File: src/rtl/seg7_pkg.sv
// Shared seven-segment definitions: digit count, glyph table, blank code and
// the frame record used by the display blocks.
package seg7_pkg;

    localparam int unsigned N_DIGITS = 8;

    // Active-low segment code for a fully dark digit.
    localparam logic [6:0] SEG7_BLANK = 7'h7F;

    // Active-low glyphs, bit order {a,b,c,d,e,f,g} with a in bit 6.
    localparam logic [6:0] SEG7_GLYPH [16] = '{
        7'b0000001, 7'b1001111, 7'b0010010, 7'b0000110,
        7'b1001100, 7'b0100100, 7'b0100000, 7'b0001111,
        7'b0000000, 7'b0000100, 7'b0001000, 7'b1100000,
        7'b0110001, 7'b1000010, 7'b0110000, 7'b0111000
    };

    // One 8-digit frame: digit i is data[31-4i -: 4], blanked when blank[7-i].
    typedef struct packed {
        logic [31:0] data;
        logic [7:0]  blank;
    } seg7_frame_t;

endpackage

File: src/rtl/seg7_hex_decode.sv
// Combinational nibble-to-glyph decoder with a blank override.
module seg7_hex_decode
    import seg7_pkg::*;
(
    input  logic [3:0] nibble_i,
    input  logic       blank_i,
    output logic [6:0] seg_o
);

    // Blank wins over the glyph lookup.
    always_comb begin
        seg_o = blank_i ? SEG7_BLANK : SEG7_GLYPH[nibble_i];
    end

endmodule

File: src/rtl/seg7_frame_scheduler.sv
// Scan controller for an 8-digit common-anode display. Two requesters offer
// frames over valid/ready; a round-robin arbiter fills a one-deep pending
// buffer that is promoted to the displayed buffer only at a scan-frame
// boundary. Anodes and segments are registered and active-low.
module seg7_frame_scheduler
    import seg7_pkg::*;
#(
    parameter int unsigned SCAN_DIV = 100000
) (
    input  logic        clk,
    input  logic        rst,
    input  logic        req0_valid,
    input  logic [31:0] req0_data,
    input  logic [7:0]  req0_blank,
    output logic        req0_ready,
    input  logic        req1_valid,
    input  logic [31:0] req1_data,
    input  logic [7:0]  req1_blank,
    output logic        req1_ready,
    output logic [7:0]  an,
    output logic [6:0]  seg,
    output logic        frame_done,
    output logic        active_src
);

    localparam int unsigned     DIV_W    = (SCAN_DIV > 1) ? $clog2(SCAN_DIV) : 1;
    localparam logic [DIV_W-1:0] DIV_LAST = DIV_W'(SCAN_DIV - 1);

    // Scan counters
    logic [DIV_W-1:0] div_q, div_d;
    logic [2:0]       idx_q, idx_d;
    logic             div_end;
    logic             boundary;

    // Frame buffers
    seg7_frame_t pend_q, pend_d;
    logic        pend_src_q, pend_src_d;
    logic        pend_full_q, pend_full_d;
    seg7_frame_t act_q, act_d;
    logic        act_src_q, act_src_d;
    logic        last_grant_q, last_grant_d;

    // Arbitration
    logic        grant_valid;
    logic        grant_src;
    logic        accept;
    seg7_frame_t offer0, offer1;

    // Output stage
    logic [3:0] digit_nibble;
    logic       digit_blank;
    logic [6:0] digit_glyph;
    logic [7:0] an_q, an_d;
    logic [6:0] seg_q;
    logic       frame_done_q;

    assign offer0 = '{data: req0_data, blank: req0_blank};
    assign offer1 = '{data: req1_data, blank: req1_blank};

    // Round-robin grant: a lone requester wins, a tie goes away from last_grant.
    always_comb begin
        grant_valid = req0_valid | req1_valid;
        if (req0_valid && req1_valid) begin
            grant_src = ~last_grant_q;
        end else begin
            grant_src = req1_valid;
        end
        accept     = grant_valid & ~pend_full_q;
        req0_ready = ~rst & ~pend_full_q & grant_valid & ~grant_src;
        req1_ready = ~rst & ~pend_full_q & grant_valid &  grant_src;
    end

    // Prescaler and digit index; the last slot of digit 7 is the frame boundary.
    always_comb begin
        div_end  = (div_q == DIV_LAST);
        boundary = div_end && (idx_q == 3'd7);
        div_d    = div_end ? '0 : div_q + DIV_W'(1);
        idx_d    = div_end ? idx_q + 3'd1 : idx_q;
    end

    // Buffer update. Acceptance needs pend_full low, so a swap and a load never
    // compete for the pending buffer in the same cycle.
    always_comb begin
        pend_d       = pend_q;
        pend_src_d   = pend_src_q;
        pend_full_d  = pend_full_q;
        act_d        = act_q;
        act_src_d    = act_src_q;
        last_grant_d = last_grant_q;
        if (boundary && pend_full_q) begin
            act_d       = pend_q;
            act_src_d   = pend_src_q;
            pend_full_d = 1'b0;
        end
        if (accept) begin
            pend_d       = grant_src ? offer1 : offer0;
            pend_src_d   = grant_src;
            pend_full_d  = 1'b1;
            last_grant_d = grant_src;
        end
    end

    // Select the displayed digit's nibble, blank flag and anode pattern.
    always_comb begin
        digit_nibble = '0;
        for (int unsigned i = 0; i < N_DIGITS; i++) begin
            if (idx_q == 3'(i)) begin
                digit_nibble = act_q.data[31 - 4*i -: 4];
            end
        end
        digit_blank          = act_q.blank[3'd7 - idx_q];
        an_d                 = '1;
        an_d[3'd7 - idx_q]   = 1'b0;
    end

    seg7_hex_decode u_decode (
        .nibble_i (digit_nibble),
        .blank_i  (digit_blank),
        .seg_o    (digit_glyph)
    );

    // State and registered outputs; reset darkens the display and drops frames.
    always_ff @(posedge clk) begin
        if (rst) begin
            div_q        <= '0;
            idx_q        <= '0;
            pend_q       <= '0;
            pend_src_q   <= 1'b0;
            pend_full_q  <= 1'b0;
            act_q        <= '{data: '0, blank: '1};
            act_src_q    <= 1'b0;
            last_grant_q <= 1'b1;
            an_q         <= '1;
            seg_q        <= SEG7_BLANK;
            frame_done_q <= 1'b0;
        end else begin
            div_q        <= div_d;
            idx_q        <= idx_d;
            pend_q       <= pend_d;
            pend_src_q   <= pend_src_d;
            pend_full_q  <= pend_full_d;
            act_q        <= act_d;
            act_src_q    <= act_src_d;
            last_grant_q <= last_grant_d;
            an_q         <= an_d;
            seg_q        <= digit_glyph;
            frame_done_q <= boundary;
        end
    end

    assign an         = an_q;
    assign seg        = seg_q;
    assign frame_done = frame_done_q;
    assign active_src = act_src_q;

endmodule

File: config.mk
export PLATFORM = sky130hd
export DESIGN_NAME = seg7_frame_scheduler
export DESIGN_NICKNAME = d
export VERILOG_FILES = /design/src/rtl/seg7_pkg.sv /design/src/rtl/seg7_hex_decode.sv /design/src/rtl/seg7_frame_scheduler.sv
export SDC_FILE = /design/constraint.sdc
export NUM_CORES = 1
export LEC_CHECK = 0
export CORE_MARGIN = 2
export CORE_UTILIZATION = 40
export DETAILED_ROUTE_END_ITERATION = 6
export MAX_ROUTING_LAYER = met4
export SLEW_MARGIN = 20
export SYNTH_ARGS = -nofsm -noshare
export SYNTH_HDL_FRONTEND = slang
export SYNTH_HIERARCHICAL = 1
export SYNTH_SLANG_ARGS = --single-unit
File: constraint.sdc
create_clock -name clk -period 7.77 [get_ports clk]
set_input_delay 0.777 -clock clk [delete_from_list [all_inputs] [get_ports clk]]
set_output_delay 0.777 -clock clk [all_outputs]
set_load 0.05 [all_outputs]
==> metrics.txt, run 1 <==
Chip Width 123 µm; initial antenna violation count 0; number of buffers created by CTS 17; Tmin final 4260 ps; GPL Wtd Cong 0.848; worst skew pair latency 420 ps; Max stage delay cell, worst path dfxtp_1; max-slew violations 0; largest net degree at the start of global routing 93; num rows 43; synth top area cells dfxtp_1 42%, mux2i_1 7.9%, a211oi_1 5.3%; met2 Use GR 0.285; DR iter-0 viols 324; Synth Cell Area 0.00567 mm²; DIE AREA 0.0151 mm²; Sum Neg Setup Slack 0 ps; Avg Vias per Cell 5.39; buffer count from post-CTS setup fixing 0; wire per inst 15.1 µm; clock share of power 0.479; Post-synth top cells 120 x dfxtp_1, 76 x nor2_1, 49 x a21oi_1; post-DP HPWL 9.45 mm; internal power 1150 µW; grt met3 use 0.0480; synth warn 6; async set-reset flop share out of synthesis 0; via count 4878; routed wire length 13.7 mm; worst-margin pin slew 947 ps; DRC viols 0; M1 GR Usage 0.280; Ports 103; Global Route Usage Sum 0.202; first-pass GRT wire length 23.6 mm; Pwr Density 204 mW/mm²; Clock Sinks 120; Worst Path Arrival 4550 ps; Final Hold Viols 0; CP bufs+invs 2; sequential area share after synthesis 0.424; Flop pwr share 0.441; Worst Hold Class reg -> reg; CP peak stage delay 680 ps; # diodes 0; clock skew 12.7 ps; final setup fails 0; post-layout total power 1480 µW; Area Overhead vs Synth 27.6%; Post-Syn Instances 645; Switching Fraction 0.225; Initial Utilization 0.408; fillcell total 1321; Core ar. 0.0139 mm²; CTS tree done; GRT overflow 0; Seq cells post-synth 120; vias in the first global route 4768; synth unique cells 54; dominant synthesized flop cell dfxtp_1; worst-path cell chain clkinv_1 > ha_1 > or2_2 > a221oi_1 > o22ai_1 > a21oi_1 > inv_1 > ha_1 > or2_1 > a311o_1 > or2_2; Worst EP required 8060 ps; Crit path max-delay family compound AO/OA/AOI/OAI gates; chip height 123 µm; status complete, no violations; max_cap viols 0; number of synthesized flops with an enable pin 0; ratio of cells with drive above 1 in the final layout 0.0759; GR peak layer met2; CP Max Fanout 14; kind of critical path reg -> reg; Max clock buf depth 2; Comb power frac 0.080; Syn Nets 743; htree depth 4; Worst setup SP type flop; CTS resizes 0; Final Cycle Share 0.548; most frequent cell after synthesis dfxtp_1; Setup crit end kind flop; Mapped Avg Cell Area 8.79 µm²; drt first pass iters 6; hold buffers post-CTS 0; Nets 812; RSZ-0062 raised after global routing false; Final ANT Viol Nets 0; Clock Tree Root clkbuf_16; Max transition margin 0.368; fmax 235 MHz; CTS clock-pin slew for the worst setup and hold paths 50 ps; LEAKAGE 0.00251 µW; Net Sw Power 332 µW; Port Buf Inserts 102; area share of the largest cell type after synthesis 0.424; peak supply drop 0.140 mV; area leader, netlist dfxtp_1
==> metrics by stage <==
stage | hold slack, ps | setup slack, ps | utilization | cells | area (µm²)
global route | 478 | 3150 | 0.521 | 905 | 7240
detailed placement | 448 | 3600 | 0.483 | 875 | 6700
CTS | 462 | 3570 | 0.521 | 905 | 7230
global placement | 435 | 3790 | 0.483 | 875 | 6700
floorplan | 418 | 4240 | - | 645 | 5670
finish | 456 | 3510 | 0.521 | 905 | 7240
==> state kept, by name, summed over array words and instances, names as in the netlist <==
register / flops
pend_q: 40
idx_q: 3
active_src: 1
an: 8
pend_src_q: 1
pend_full_q: 1
frame_done: 1
last_grant_q: 1
act_q: 40
div_q: 17
seg: 7
==> cell type report <==
type / count / area (µm²) / area share
Timing Repair Buffer: 109 / 1070 / 0.148
Tap cell: 180 / 225 / 0.0311
Clock inverter: 9 / 78.8 / 0.0109
Multi-Input combinational cell: 449 / 2950 / 0.407
Clock buffer: 21 / 450 / 0.0623
Sequential cell: 120 / 2400 / 0.332
Inverter: 17 / 63.8 / 0.00882
==> cells by family after synthesis <==
logic type      after synthesis  share of synthesized area
simple gates                215                      0.197
mux                          49                     0.0914
compound gates              156                      0.173
xor+xnor                     15                     0.0232
flops                       120                      0.424
buf+inv                      76                     0.0609
fa+ha+maj                    14                     0.0309
==> worst paths after layout <==
| path | endpoint | slack [ps] | cells after the start | startpoint |
|---|---|---|---|---|
| max | seg[5]$_SDFF_PP1_ | 3510 | 11 | idx_q[2]$_SDFFE_PP0N_ |
| min | div_q[0]$_SDFF_PP0_ | 460 | 1 | div_q[0]$_SDFF_PP0_ |
| max reg2reg | seg[5]$_SDFF_PP1_ | 3510 | 11 | idx_q[2]$_SDFFE_PP0N_ |
| min reg2reg | div_q[0]$_SDFF_PP0_ | 460 | 1 | div_q[0]$_SDFF_PP0_ |
==> routing by layer <==
layer  vias up  part of all wire
met5         -                 0
met3        15             0.043
met2       132              0.42
li1       2483                 -
met4         0             0.017
met1      2248              0.52
==> power groups by stage <==
| stage | Combinational [µW] | Clock [µW] | Sequential [µW] |
|---|---|---|---|
| 3_5_place_dp | 119 | 0 | 664 |
| 5_1_grt | 131 | 753 | 654 |
| 6_report | 118 | 707 | 652 |
| 2_1_floorplan | 66.0 | 0 | 660 |
| 3_3_place_gp | 117 | 0 | 664 |
| 4_1_cts | 120 | 720 | 652 |
==> cell usage in the layout, fill, tap and decap left out, types with 4 or more instances in the layout <==
master,instances
ha_1,14
nor2_1,75
nand3b_1,5
nor3_1,7
buf_4,7
clkbuf_16,17
o31ai_1,11
a21oi_1,48
nand4_1,45
nor4_1,4
inv_1,16
or2_2,8
dfxtp_1,120
xnor2_1,12
mux2i_1,45
nand2b_1,6
a211oi_1,40
clkinv_2,5
and3_1,4
o21ai_0,35
nand3_1,15
nand2_1,27
clkdlybuf4s50_1,101
==> worst reg2reg max path: cells and delay by family, from the launching register on <==
kind	cells	cell delay, ps
compound gates	4	1250
buf+inv	2	620
simple gates	3	860
flops	1	680
fa+ha+maj	2	730
Power figures use the tool's default switching activity.
==> run 2, diff against run 1 <==
==> constraint.sdc (replaced) <==
create_clock -name clk -period 4 [get_ports clk]
set_input_delay 0.4 -clock clk [delete_from_list [all_inputs] [get_ports clk]]
set_output_delay 0.4 -clock clk [all_outputs]
set_load 0.05 [all_outputs]
==> metrics.txt, run 2 (synthesized netlist as in run 1, its figures left out) <==
Setup crit end kind flop; largest registers act_q (40), pend_q (40), div_q (17); CTS clock-pin slew for the worst setup and hold paths 50 ps; chip height 123 µm; Switching Fraction 0.212; vias in the first global route 4691; commonest non-fill, non-tap cells in the layout 120 x dfxtp_1, 101 x clkdlybuf4s50_1, 75 x nor2_1; hold path endpoint last_grant_q$_SDFFE_PP1P_; DR iter-0 viols 373; Reg-to-Reg Start idx_q[1]$_SDFFE_PP0N_; LEAKAGE 0.00258 µW; Net Sw Power 649 µW; worst-margin pin slew 1000 ps; Chip Width 123 µm; drt first pass iters 4; worst-path cell chain inv_1 > ha_1 > nand3b_1 > a221oi_1 > o22ai_1 > a21oi_1 > inv_1 > ha_1 > or2_1 > a311o_1 > or2_2; Clock Sinks 120; Worst Hold Class in -> reg; number of buffers created by CTS 17; Crit path max-delay family compound AO/OA/AOI/OAI gates; Max transition margin 0.331; Hold Path Stages 2; clock skew 7.16 ps; Worst setup SP type flop; Worst EP required 4300 ps; wire per inst 15.0 µm; Final Hold Viols 0; htree depth 4; placed insts 878; peak supply drop 0.298 mV; final setup fails 0; max-slew violations 0; Comb power frac 0.076; Tmin final 3600 ps; GRT overflow 0; status complete, no violations; ratio of cells with drive above 1 in the final layout 0.0821; end of the worst register-to-register path seg[5]$_SDFF_PP1_; fillcell total 1345; CP peak stage delay 470 ps; Core ar. 0.0139 mm²; initial antenna violation count 0; worst skew pair latency 420 ps; Pwr Density 416 mW/mm²; CTS resizes 0; first-pass GRT wire length 22.7 mm; hold buffers post-CTS 0; Non-Filler Instances 911; Sum Neg Setup Slack 0 ps; RSZ-0062 raised after global routing false; Avg Vias per Cell 5.34; Initial Utilization 0.408; Nets 816; Area Overhead vs Synth 29.8%; CTS tree done; Port Buf Inserts 102; r2r worst-path depth 11; internal power 2410 µW; # diodes 0; Final Cycle Share 0.899; post-DP HPWL 9.63 mm; Worst Path Arrival 3900 ps; CP bufs+invs 2; CP Depth 11; Max clock buf depth 2; max_cap viols 0; clock share of power 0.511; Max stage delay cell, worst path a21oi_1; via count 4864; Reg2Reg Setup Slack 400 ps; placed cell areas 0.00674 mm²; design area 0.00736 mm²; GPL Wtd Cong 0.820; CP Max Fanout 17; Critical path origin idx_q[1]$_SDFFE_PP0N_; kind of critical path reg -> reg; DRC viols 0; fmax 278 MHz; buffer count from post-CTS setup fixing 0; largest net degree at the start of global routing 90; Ports 103; num rows 43; Final ANT Viol Nets 0; routed wire length 13.7 mm; Hold Startpoint rst; Global Route Usage Sum 0.196; DIE AREA 0.0151 mm²; commonest non-fill, non-tap cell in the layout dfxtp_1; Clock Tree Root clkbuf_16; Flop pwr share 0.414
run 2: power by group through the flow:
stage	Clock, µW	Sequential, µW	Combinational, µW
floorplan	0	1280	128
global placement	0	1290	230
detailed placement	0	1290	234
CTS	1580	1270	235
global route	1630	1270	256
finish	1560	1270	232
run 2: area by class of cell:
| class | instances | area [µm²] | area share |
|---|---|---|---|
| inverter | 17 | 63.8 | 0.00867 |
| multi-input combinational | 449 | 2940 | 0.400 |
| timing repair buffer | 113 | 1120 | 0.152 |
| clock inverter | 8 | 118 | 0.0160 |
| clock buffer | 24 | 492 | 0.0668 |
| sequential | 120 | 2400 | 0.326 |
| tap | 180 | 225 | 0.0306 |
run 2: worst max path at each step:
stage                                    to  slack, ps
final                     seg[5]$_SDFF_PP1_        400
after global routing      seg[5]$_SDFF_PP1_        110
after CTS                 seg[5]$_SDFF_PP1_        410
after detailed placement  seg[5]$_SDFF_PP1_        450
after global placement    seg[5]$_SDFF_PP1_        540
after floorplan           seg[5]$_SDFF_PP1_        760
run 2: through the flow:
| stage | total power [µW] | hold slack [ps] | setup WS [ps] | utilization |
|---|---|---|---|---|
| finish | 3060 | 244 | 403 | 0.530 |
| global route | 3160 | 266 | 109 | 0.530 |
| CTS | 3080 | 246 | 414 | 0.529 |
| detailed placement | 1520 | 441 | 451 | 0.485 |
| global placement | 1520 | 433 | 544 | 0.485 |
| floorplan | 1410 | 418 | 756 | - |
run 2: metal layers:
layer  wire length [µm]  vias to the layer above  GRT usage
met4                262                        0     0.0781
met2               6060                      102      0.292
li1                   -                     2487          -
met3                513                       21     0.0438
met1               6860                     2254      0.259
met5                  0                        -          -
